File: src/rtl/alu_acc_sequencer.sv
// Command-driven accumulator sequencer wrapped around a 4-bit ALU.
// Optional macro SHIFT_THROUGH_CARRY_EN: shifts rotate through the carry flag.
module alu_acc_sequencer #(
    parameter int W     = 4,
    parameter int REP_W = 2
) (
    input  logic             clk,
    input  logic             rst,
    input  logic             cmd_valid,
    output logic             cmd_ready,
    input  logic [3:0]       cmd_op,
    input  logic             cmd_cin,
    input  logic             cmd_ld,
    input  logic [W-1:0]     cmd_data,
    input  logic [REP_W-1:0] cmd_rep,
    output logic [W-1:0]     alu_a,
    output logic [W-1:0]     alu_b,
    output logic             alu_s0,
    output logic             alu_s1,
    output logic             alu_s2,
    output logic             alu_s3,
    output logic             alu_c0,
    output logic             alu_il,
    output logic             alu_ir,
    input  logic [W-1:0]     alu_f,
    input  logic             alu_c8,
    output logic [W-1:0]     acc,
    output logic             carry,
    output logic             zero,
    output logic             done
);

    localparam logic [1:0] IDLE = 2'd0;
    localparam logic [1:0] EXEC = 2'd1;
    localparam logic [1:0] DONE = 2'd2;

    logic [1:0]       state_q, state_d;
    logic [W-1:0]     acc_q, acc_d;
    logic [W-1:0]     b_q, b_d;
    logic [3:0]       op_q, op_d;
    logic             cin_q, cin_d;
    logic [REP_W-1:0] rep_q, rep_d;
    logic             carry_q, carry_d;

    always_comb begin
        state_d = state_q;
        acc_d   = acc_q;
        b_d     = b_q;
        op_d    = op_q;
        cin_d   = cin_q;
        rep_d   = rep_q;
        carry_d = carry_q;
        case (state_q)
            IDLE: begin
                if (cmd_valid) begin
                    if (cmd_ld) begin
                        acc_d   = cmd_data;
                        carry_d = 1'b0;
                        state_d = DONE;
                    end else begin
                        b_d     = cmd_data;
                        op_d    = cmd_op;
                        cin_d   = cmd_cin;
                        rep_d   = cmd_rep;
                        state_d = EXEC;
                    end
                end
            end
            EXEC: begin
                acc_d = alu_f;
                if (!op_q[3] && !op_q[2]) begin
                    carry_d = alu_c8;
                end
`ifdef SHIFT_THROUGH_CARRY_EN
                else if (op_q[3]) begin
                    // Capture the bit leaving the accumulator: 5-bit rotate.
                    carry_d = op_q[2] ? acc_q[0] : acc_q[W-1];
                end
`endif
                if (rep_q != '0) begin
                    rep_d = rep_q - 1'b1;
                end else begin
                    state_d = DONE;
                end
            end
            default: begin
                state_d = IDLE;
            end
        endcase
    end

    always_ff @(posedge clk) begin
        if (rst) begin
            state_q <= IDLE;
            acc_q   <= '0;
            b_q     <= '0;
            op_q    <= '0;
            cin_q   <= 1'b0;
            rep_q   <= '0;
            carry_q <= 1'b0;
        end else begin
            state_q <= state_d;
            acc_q   <= acc_d;
            b_q     <= b_d;
            op_q    <= op_d;
            cin_q   <= cin_d;
            rep_q   <= rep_d;
            carry_q <= carry_d;
        end
    end

    assign cmd_ready = (state_q == IDLE);
    assign done      = (state_q == DONE);
    assign alu_a     = acc_q;
    assign alu_b     = b_q;
    assign alu_s0    = op_q[0];
    assign alu_s1    = op_q[1];
    assign alu_s2    = op_q[2];
    assign alu_s3    = op_q[3];
    assign alu_c0    = cin_q;
`ifdef SHIFT_THROUGH_CARRY_EN
    assign alu_il    = carry_q;
    assign alu_ir    = carry_q;
`else
    assign alu_il    = 1'b0;
    assign alu_ir    = 1'b0;
`endif
    assign acc       = acc_q;
    assign carry     = carry_q;
    assign zero      = (acc_q == '0);

endmodule
File: config.mk
export PLATFORM = sky130hd
export DESIGN_NAME = alu_acc_sequencer
export DESIGN_NICKNAME = d
export VERILOG_FILES = /design/src/rtl/alu_acc_sequencer.sv
export SDC_FILE = /design/constraint.sdc
export NUM_CORES = 1
export LEC_CHECK = 0
export ABC_AREA = 1
export CAP_MARGIN = 10
export CORE_ASPECT_RATIO = 1.75
export CORE_UTILIZATION = 40
export CTS_CLUSTER_DIAMETER = 30
export DETAILED_ROUTE_END_ITERATION = 12
export PLACE_DENSITY = 0.78
export SYNTH_ARGS = -nofsm -noshare
export SYNTH_HDL_FRONTEND = slang
export SYNTH_SLANG_ARGS = --single-unit
File: constraint.sdc
create_clock -name clk -period 1.3 [get_ports clk]
set_input_delay 0.26 -clock clk [delete_from_list [all_inputs] [get_ports clk]]
set_output_delay 0.26 -clock clk [all_outputs]
set_load 0.01 [all_outputs]
==> out/results.ini <==
[power]
ir_drop_uv = 625.9
p_total_uw = 1413
power.density_nw_per_um2 = 1015
power.leakage_uw = 0.0006648

[die]
io-pin-count = 43
start_util_pct = 43.39
dieArea_um2 = 2502
chipHeight_um = 65.43
rows = 22
die_x_um = 38.25
core_um2 = 2120

[cells_and_area]
drive_above_1_share_pct = 23.39
fin_cells = 195
final_common_cell = nor2_1
utilization_pct = 65.70
diodes = 0
ff_latch_area_um2 = 369.1
multi_input_area_um2 = 452.9
final_nets = 193
fillerInstances = 199
area_growth_syn_to_layout_pct = 51.43
layout_common_cells = 25 x nor2_1, 20 x nand2_1, 19 x clkdlybuf4s50_1, 13 x dfxtp_1

[critical_path]
max_stage_delay_ps = 320
cp_max_fo = 2
cp_slowest_cell = dfxtp_1
crit_chain = nor4_1 -> buf_2
endpoint = zero
crit_required_ps = 1040
reg2reg_setup_slack_ps = 100
crit_arrival_ps = 1030
reg2regPathDepth = 8
worstReg2RegEnd = rep_q[1]$_SDFFE_PP0P_
criticalPathCategory = reg -> out
end_kind = primary output
r2r-start = state_q[0]$_SDFFE_PP0P_
worst_setup_path_start_kind = flop
critPathLaunch = acc[1]$_SDFFE_PP0P_

[global_routing]
grt_pass1_wl_mm = 3.450
antenna_found_initial = 0
grt_max_degree = 17
grt_use_total_pct = 18.77
grt_overflow = 0
grt_pass1_vias = 861

[synth]
synth_edf_count = 0
synth_cell_types = 23
synthCells = 124
synth_top_flop_cell = dfxtp_1
ys_warn_count = 0
syn_area_per_cell_um2 = 7.416
syn_area_um2 = 919.6
synth_seq_cells = 18
synth_seq_area_share_pct = 39.18
synth-async-reset-ratio_pct = 0

[flow_run]
drv_cap = 0

[clock_network]
path_clk_slew_ps = 100
cts_tree = done
cts-root-buf = clkbuf_4
cts_buffers = 3
clock_sinks = 18
insertion_delay_ps = 290
holdBufCountCts = 0
clk_path_buf_depth = 2
htreeDepth = 1

[route]
post_drt_via_cell_ratio = 4.805
m1WireLength_um = 786
wl_per_cell_um = 10.72
drtAntennaViolNets = 0
drtIter0Drc = 13
route.met2.wl_mm = 1.189
firstDrtPassIters = 4
wl_met3_um = 75
num_vias = 937
routed_wl_mm = 2.090
top_layer = met4
drc = 0

[worst_hold_path]
holdPathStages = 2
hp-class = reg -> reg

[placed_design]
place.port_buffers = 40
place.gp.congestion = 0.7125
place_inst = 191
hpwl_mm = 1.717

[sta]
fin_skew_ps = 4.373
setup_viol = 0
max_slew_margin_pct = 66.64
hold_viol = 0
min_period_ps = 1287
drv_slew = 0
grt_setup_unrepaired = yes
fin_crit_sh_pct = 98.98
worst_pin_slew_ps = 499.9
fmax_mhz = 777.2

[status]
status = finished clean

==> area by class of cell <==
| cell class | instances | share of cell area, % |
|---|---|---|
| clock buffer | 4 | 2.606 |
| sequential | 18 | 26.50 |
| timing repair buffer | 50 | 32.70 |
| inverter | 13 | 3.504 |
| multi-input combinational | 86 | 32.52 |
| tap | 24 | 2.156 |
==> kinds of logic (layout without fill, tap and decap cells) <==
logic type,Yosys count,after routing,share of synthesized area (%)
AOI/OAI and AO/OA,22,22,13.61
and+or+nand+nor,61,61,33.47
DFF,18,18,39.18
adders and majority gates,1,1,1.360
buffers and inverters,21,67,11.97
other,1,2,0.4078
==> critical path, delay by kind of cell, from the launching register on <==
kind / cells / cell delay (ps)
buffers and inverters: 1 / 170
flip-flops: 1 / 320
AND/OR/NAND/NOR: 1 / 250
==> state kept, by name (all words and copies together), names as in the netlist <==
signal   count
alu_c0       1
acc          4
op_q         4
carry        1
state_q      2
rep_q        2
alu_b        4
==> per-stage QoR <==
stage,setup slack [ps],area (um^2),hold slack [ps],TNS (ps)
floorplan,157.4,923.4,331.9,0
global placement,-125.3,1368,459.2,-1713
detailed placement,-183.0,1368,467.7,-2380
CTS,3.901,1378,480.8,0
global route,-29.84,1393,498.4,-35.76
finish,13.27,1393,475.4,0
==> routing by layer <==
layer	vias up	global-route usage (%)
met5	-	0
met4	0	8.036
met1	427	19.62
met2	27	34.96
li1	478	-
met3	5	2.027
==> cell usage after synthesis (3+ instances only) <==
library cell,instances,area (um^2)
buf_4,6,45.04
nor2_1,25,93.84
nand2_4,3,33.78
o21ai_2,3,26.28
inv_2,4,15.01
nand2_1,20,75.07
nor2_4,3,33.78
o21ai_1,10,50.05
dfxtp_1,18,360.4
a21oi_1,5,25.02
inv_1,9,33.78
o21ai_0,3,15.01
==> where the power goes <==
group	leakage (uW)	internal, uW	switching [uW]
registers	0.000150	602	29.3
logic	0.000493	224	220
clock network	0.0000210	171	168
==> worst min-delay path by stage <==
| stage | to | from | slack, ps |
|---|---|---|---|
| after floorplan | state_q[0]$_SDFFE_PP0P_ | rst | 330 |
| after global placement | op_q[3]$_SDFFE_PP0P_ | op_q[3]$_SDFFE_PP0P_ | 460 |
| after detailed placement | op_q[3]$_SDFFE_PP0P_ | op_q[3]$_SDFFE_PP0P_ | 470 |
| after CTS | op_q[3]$_SDFFE_PP0P_ | op_q[3]$_SDFFE_PP0P_ | 480 |
| after global routing | op_q[2]$_SDFFE_PP0P_ | op_q[2]$_SDFFE_PP0P_ | 500 |
| final | op_q[3]$_SDFFE_PP0P_ | op_q[3]$_SDFFE_PP0P_ | 480 |
==> timing repair <==
action | in CTS | in global routing
endpoints found under the hold margin | 0 | 0
setup endpoints to repair | 22 | 14
pin swaps | 0 | 2
setup buffers | 0 | 0
gates resized for setup | 27 | 15
Note: power is estimated with default switching activity, not from simulation.
